==> src/rtl/player_proj_collider.sv <==
// Player projectile vs. enemy formation collision scanner.
// Snapshots positions on a frame pulse, then tests one (projectile, enemy) pair per clock.
module player_proj_collider #(
  parameter int ROWS      = 3,
  parameter int COLS      = 8,
  parameter int IDX_W     = 5,
  parameter int ENEMY_W   = 32,
  parameter int ENEMY_H   = 24,
  parameter int SPACING_X = 48,
  parameter int SPACING_Y = 32,
  parameter int PROJ_W    = 4,
  parameter int PROJ_H    = 8,
  parameter int INACT_Y   = 0
) (
  input  logic                 clk,
  input  logic                 rst,
  input  logic                 pulse_frame,
  input  logic [9:0]           proj1X,
  input  logic [9:0]           proj2X,
  input  logic [9:0]           proj3X,
  input  logic [8:0]           proj1Y,
  input  logic [8:0]           proj2Y,
  input  logic [8:0]           proj3Y,
  input  logic [9:0]           formX,
  input  logic [8:0]           formY,
  input  logic [ROWS*COLS-1:0] aliveMask,
  output logic                 projHit,
  output logic [1:0]           collidedProj,
  output logic                 enemyHit,
  output logic [IDX_W-1:0]     enemyIdx,
  output logic                 busy,
  output logic                 scanDone
);

  localparam int N     = ROWS * COLS;
  localparam int COL_W = (COLS > 1) ? $clog2(COLS) : 1;
  localparam logic [COL_W-1:0] LAST_COL = COL_W'(COLS - 1);
  localparam logic [IDX_W-1:0] LAST_IDX = IDX_W'(N - 1);

  localparam logic [1:0] S_IDLE = 2'd0;
  localparam logic [1:0] S_SCAN = 2'd1;
  localparam logic [1:0] S_DONE = 2'd2;

  logic [1:0]       state_q, state_d;
  logic [1:0]       p_q, p_d;
  logic [COL_W-1:0] col_q, col_d;
  logic [IDX_W-1:0] idx_q, idx_d;
  logic [10:0]      ex_q, ex_d;
  logic [9:0]       ey_q, ey_d;
  logic [N-1:0]     kill_q, kill_d;
  logic             projHit_d, enemyHit_d, busy_d, scanDone_d;
  logic [1:0]       collidedProj_d;
  logic [IDX_W-1:0] enemyIdx_d;

  logic [9:0] px1_q, px2_q, px3_q, fx_q;
  logic [8:0] py1_q, py2_q, py3_q, fy_q;

  logic [10:0] curX;
  logic [9:0]  curY;
  logic        active, hit, advance;

  always_comb begin
    case (p_q)
      2'd1:    begin curX = {1'b0, px1_q}; curY = {1'b0, py1_q}; end
      2'd2:    begin curX = {1'b0, px2_q}; curY = {1'b0, py2_q}; end
      default: begin curX = {1'b0, px3_q}; curY = {1'b0, py3_q}; end
    endcase
  end

  // Widened compares: the right/bottom edge sums must never wrap.
  assign active = (curY != 10'(INACT_Y));
  assign hit    = kill_q[idx_q] && active
                  && (curX < ex_q + 11'(ENEMY_W)) && (ex_q < curX + 11'(PROJ_W))
                  && (curY < ey_q + 10'(ENEMY_H)) && (ey_q < curY + 10'(PROJ_H));

  always_comb begin
    state_d        = state_q;
    p_d            = p_q;
    col_d          = col_q;
    idx_d          = idx_q;
    ex_d           = ex_q;
    ey_d           = ey_q;
    kill_d         = kill_q;
    projHit_d      = 1'b0;
    enemyHit_d     = 1'b0;
    scanDone_d     = 1'b0;
    busy_d         = busy;
    collidedProj_d = collidedProj;
    enemyIdx_d     = enemyIdx;
    advance        = 1'b0;

    case (state_q)
      S_IDLE: begin
        if (pulse_frame) begin
          state_d = S_SCAN;
          busy_d  = 1'b1;
          p_d     = 2'd1;
          col_d   = '0;
          idx_d   = '0;
          ex_d    = {1'b0, formX};
          ey_d    = {1'b0, formY};
          kill_d  = aliveMask;
        end
      end
      S_SCAN: begin
        if (!active) begin
          advance = 1'b1;
        end else if (hit) begin
          projHit_d      = 1'b1;
          enemyHit_d     = 1'b1;
          collidedProj_d = p_q;
          enemyIdx_d     = idx_q;
          kill_d[idx_q]  = 1'b0;
          advance        = 1'b1;
        end else if (idx_q == LAST_IDX) begin
          advance = 1'b1;
        end else if (col_q == LAST_COL) begin
          col_d = '0;
          idx_d = idx_q + 1'b1;
          ex_d  = {1'b0, fx_q};
          ey_d  = ey_q + 10'(SPACING_Y);
        end else begin
          col_d = col_q + 1'b1;
          idx_d = idx_q + 1'b1;
          ex_d  = ex_q + 11'(SPACING_X);
        end
      end
      S_DONE: begin
        scanDone_d = 1'b1;
        state_d    = S_IDLE;
      end
      default: state_d = S_IDLE;
    endcase

    // Leaving the current projectile: restart the enemy walk or finish the scan.
    if (advance) begin
      if (p_q == 2'd3) begin
        state_d = S_DONE;
        busy_d  = 1'b0;
      end else begin
        p_d   = p_q + 2'd1;
        col_d = '0;
        idx_d = '0;
        ex_d  = {1'b0, fx_q};
        ey_d  = {1'b0, fy_q};
      end
    end
  end

  always_ff @(posedge clk or posedge rst) begin
    if (rst) begin
      state_q      <= S_IDLE;
      p_q          <= '0;
      col_q        <= '0;
      idx_q        <= '0;
      ex_q         <= '0;
      ey_q         <= '0;
      kill_q       <= '0;
      projHit      <= 1'b0;
      enemyHit     <= 1'b0;
      collidedProj <= '0;
      enemyIdx     <= '0;
      busy         <= 1'b0;
      scanDone     <= 1'b0;
    end else begin
      state_q      <= state_d;
      p_q          <= p_d;
      col_q        <= col_d;
      idx_q        <= idx_d;
      ex_q         <= ex_d;
      ey_q         <= ey_d;
      kill_q       <= kill_d;
      projHit      <= projHit_d;
      enemyHit     <= enemyHit_d;
      collidedProj <= collidedProj_d;
      enemyIdx     <= enemyIdx_d;
      busy         <= busy_d;
      scanDone     <= scanDone_d;
    end
  end

  always_ff @(posedge clk or posedge rst) begin
    if (rst) begin
      px1_q <= '0; px2_q <= '0; px3_q <= '0; fx_q <= '0;
      py1_q <= '0; py2_q <= '0; py3_q <= '0; fy_q <= '0;
    end else if (state_q == S_IDLE && pulse_frame) begin
      px1_q <= proj1X; px2_q <= proj2X; px3_q <= proj3X; fx_q <= formX;
      py1_q <= proj1Y; py2_q <= proj2Y; py3_q <= proj3Y; fy_q <= formY;
    end
  end

endmodule

==> config.mk <==
export PLATFORM = sky130hd
export DESIGN_NAME = player_proj_collider
export DESIGN_NICKNAME = d
export VERILOG_FILES = /design/src/rtl/player_proj_collider.sv
export SDC_FILE = /design/constraint.sdc
export NUM_CORES = 1
export LEC_CHECK = 0
export CAP_MARGIN = 20
export CORE_ASPECT_RATIO = 1.4
export CORE_MARGIN = 1.5
export CORE_UTILIZATION = 45
export DETAILED_ROUTE_END_ITERATION = 8
export GPL_ROUTABILITY_DRIVEN = 0
export PLACE_DENSITY = 0.67
export RECOVER_POWER = 25
export SYNTH_ARGS = -nofsm -noshare
export SYNTH_HDL_FRONTEND = slang
export SYNTH_SLANG_ARGS = --single-unit
==> constraint.sdc <==
create_clock -name clk -period 15.05 [get_ports clk]
set_input_delay 2.2575 -clock clk [delete_from_list [all_inputs] [get_ports clk]]
set_output_delay 2.2575 -clock clk [all_outputs]
set_load 0.005 [all_outputs]
==> results_dict.tcl <==
set metrics [dict create \
    outcome "finished with violations" \
    violations "capacitance limit, slew limit" \
    synthDistinctLibCells 72 \
    globalRouteMet3Util_pct 3.777 \
    yosysWarnings 0 \
    cts_resized 0 \
    ir_worst_vdd_mv 0.1248 \
    finalNetCount 1219 \
    fin_cells 1322 \
    start_util_pct 45.80 \
    routedWlPerCell_um 16.88 \
    syn_area_sq_um 8519 \
    busiest_layer "met2" \
    rsz0062_at_grt "false" \
    tns_ns 0 \
    drive_gt1_share_pct 7.792 \
    fillers 1738 \
    synthTopCellsByCount "nand2_1 (305), dfrtp_1 (143), ha_1 (51)" \
    synth_edf_count 0 \
    synth_area_leaders "dfrtp_1 (42%), nand2_1 (13%), ha_1 (7.5%)" \
    fin_ws_ns 9.549 \
    async_flop_share_pct 100.0 \
    tightest_slew_ns 3.957 \
    rows 59 \
    synth-simple-area-share_pct 20.56 \
    synth.area.mux_share_pct 3.260 \
    h-tree-depth 4 \
    drc 0 \
    grt_max_degree 88 \
    postCtsSetupBuffers 0 \
    clk_path_buf_depth 2 \
    power_density_nw_per_um2 254.6 \
    fin_skew_ns 0.009621 \
    drv_slew 88 \
    use_met1_pct 29.29 \
    path_class "flip-flop to flip-flop" \
    port_buffers 113 \
    crit_fanout 40 \
    via_count 7223 \
    ant_nets 0 \
    synth_area_per_cell_sq_um 8.649 \
    relSlewSlack_pct -165.2 \
    cp-end-kind "flip-flop" \
    cts_tree "done" \
    synth-compound-area-share_pct 18.77 \
    cts.sinks 143 \
    setup_viol 0 \
    final_area_sq_um 10290 \
    grt_pass1_wl_mm 36.72 \
    grt.total_usage_pct 23.39 \
    syn2layout_area_growth_pct 20.83 \
    use_met2_pct 40.11 \
    layout_worst_path_cycle_share_pct 36.55 \
    synth_xor_area_share_pct 2.262 \
    synth_fa_ha_area_share_pct 7.490 \
    syn-num-nets 1139 \
    cts-buffers-inserted 17 \
    hp-class "flip-flop to flip-flop" \
    placedCellCount 1290 \
    dp_slack_ns 9.608 \
    netlist.area_leader.share_pct 42.00 \
    n_antenna_cell 0 \
    clockRootBuffer "clkbuf_16" \
    syn_inst 985 \
    post-route-util_pct 55.33 \
    placed_cell_area_sq_um 9724 \
    ys_ff_latch 143 \
    start_kind "flip-flop" \
    yosysMostFrequentCell "nand2_1" \
    die_w_um 119.3 \
    core_area_sq_um 18600 \
    crit_required_ns 15.36 \
    first_pass_iters 5 \
    final_hold_viol_count 0 \
    fin_crit_ns 5.501 \
    boundaryPins 114 \
    synth_top_family_by_area "simple AND/OR/NAND/NOR gates" \
    wl_mm 22.31 \
    path_clk_slew_ns 0.07 \
    cp.arrival_ns 5.81 \
    p_leak_nw 4.795 \
    insertion_delay_ns 0.43 \
    max_freq_mhz 181.8 \
    dieHeight_um 165.8 \
    first_iter_violations 471 \
    ctsHoldBuffers 0 \
    fp.dieArea_sq_um 19780 \
    grt_antenna_before_repair 0 \
    maxCapViolations 1 \
    synth_flop_cell "dfrtp_1" \
    yosys.area.top_type "dfrtp_1" \
    viasPerCell 5.464 \
    ys_seq_area_share_pct 42.00 \
    grt_pass1_vias 7256 \
    hpwl_mm 15.82 \
    overflow 0 \
]
[sequential cells by signal, summed over array words and instances, names as in the netlist, 2 cells and up, named ones only]
register	count
kill_q	24
ex_q	11
ey_q	10
fx_q	10
px1_q	10
px2_q	10
px3_q	10
fy_q	9
py1_q	9
py2_q	9
py3_q	9
enemyIdx	5
idx_q	5
col_q	3
collidedProj	2
state_q	2
[cell usage in the layout (no fill, tap or decap), types with 9 or more instances in the layout]
cell type        instances
a22o_1                  11
inv_1                   42
o21ai_0                 43
o21ai_1                 24
a22oi_1                 18
clkbuf_16               17
a31oi_1                 14
a21oi_1                 35
xnor2_1                 14
mux2i_1                 12
nand3_1                 20
nor2_1                  28
nor2b_1                 10
nor3_1                  10
clkdlybuf4s50_1        112
ha_1                    51
nand2_1                305
dfrtp_1                143
buf_4                    9
[where the power goes]
group          internal (mW)  switching, mW
Sequential             0.583          0.176
Combinational          0.616          0.829
Clock                  0.244          0.174
Total                   1.44           1.18
[worst max-delay path: stages, from the launching register on]
cell and delay, ns:
dfrtp_1 0.40, inv_1 0.07, ha_1 0.28, buf_4 0.24
o21ai_0 0.44, ha_1 0.28, nand3_1 0.11, or3_1 0.38
or3_1 0.33, ha_1 0.21, a211oi_1 0.34, o311a_1 0.29
nand4_1 0.08, or4_1 0.82, a211o_1 0.43, buf_4 0.30
mux2_4 0.34
[cells by family after synthesis]
group	count (synthesis)
and+or+nand+nor	417
AOI/OAI and AO/OA	225
DFF	143
buffers and inverters	105
adders and majority gates	51
xor gates and xnor gates	22
muxes	22
[final timing paths]
kind / cells after the start / endpoint / slack [ns] / from
worst max register to register: 16 / ex_q[6]$_DFF_PP0_ / 9.55 / flip-flop
max in group asynchronous: 3 / ex_q[8]$_DFF_PP0_ / 9.60 / rst
min in group asynchronous: 2 / py3_q[0]$_DFFE_PP0P_ / 3.45 / rst
worst min-delay path: 2 / py3_q[5]$_DFFE_PP0P_ / 0.48 / py3_q[5]$_DFFE_PP0P_
worst max-delay path: 16 / ex_q[6]$_DFF_PP0_ / 9.55 / flip-flop
worst min register to register: 2 / py3_q[5]$_DFFE_PP0P_ / 0.48 / py3_q[5]$_DFFE_PP0P_
[final cells by class]
| class | count | area (sq um) | share of cell area (%) |
|---|---|---|---|
| clock buffers | 18 | 429.2 | 4.169 |
| clock inverters | 14 | 143.9 | 1.398 |
| inverters | 44 | 166.4 | 1.617 |
| multi-input cells | 737 | 4472 | 43.44 |
| flip-flops and latches | 143 | 3578 | 34.76 |
| well taps | 244 | 305.3 | 2.966 |
| repair buffers | 122 | 1199 | 11.64 |
[metal layers]
layer / vias up / wire, um
met1: 3405 / 9500
met3: 51 / 952
li1: 3543 / -
met5: - / 0
met4: 0 / 671
met2: 224 / 11190
[through the flow]
step / power, mW / hold slack (ns)
floorplan: 1.860 / 0.4369
global placement: 2.155 / 0.4597
detailed placement: 2.194 / 0.4619
CTS: 2.618 / 0.4766
global route: 2.849 / 0.4990
finish: 2.621 / 0.4753
(Power assumes the default switching activity.)
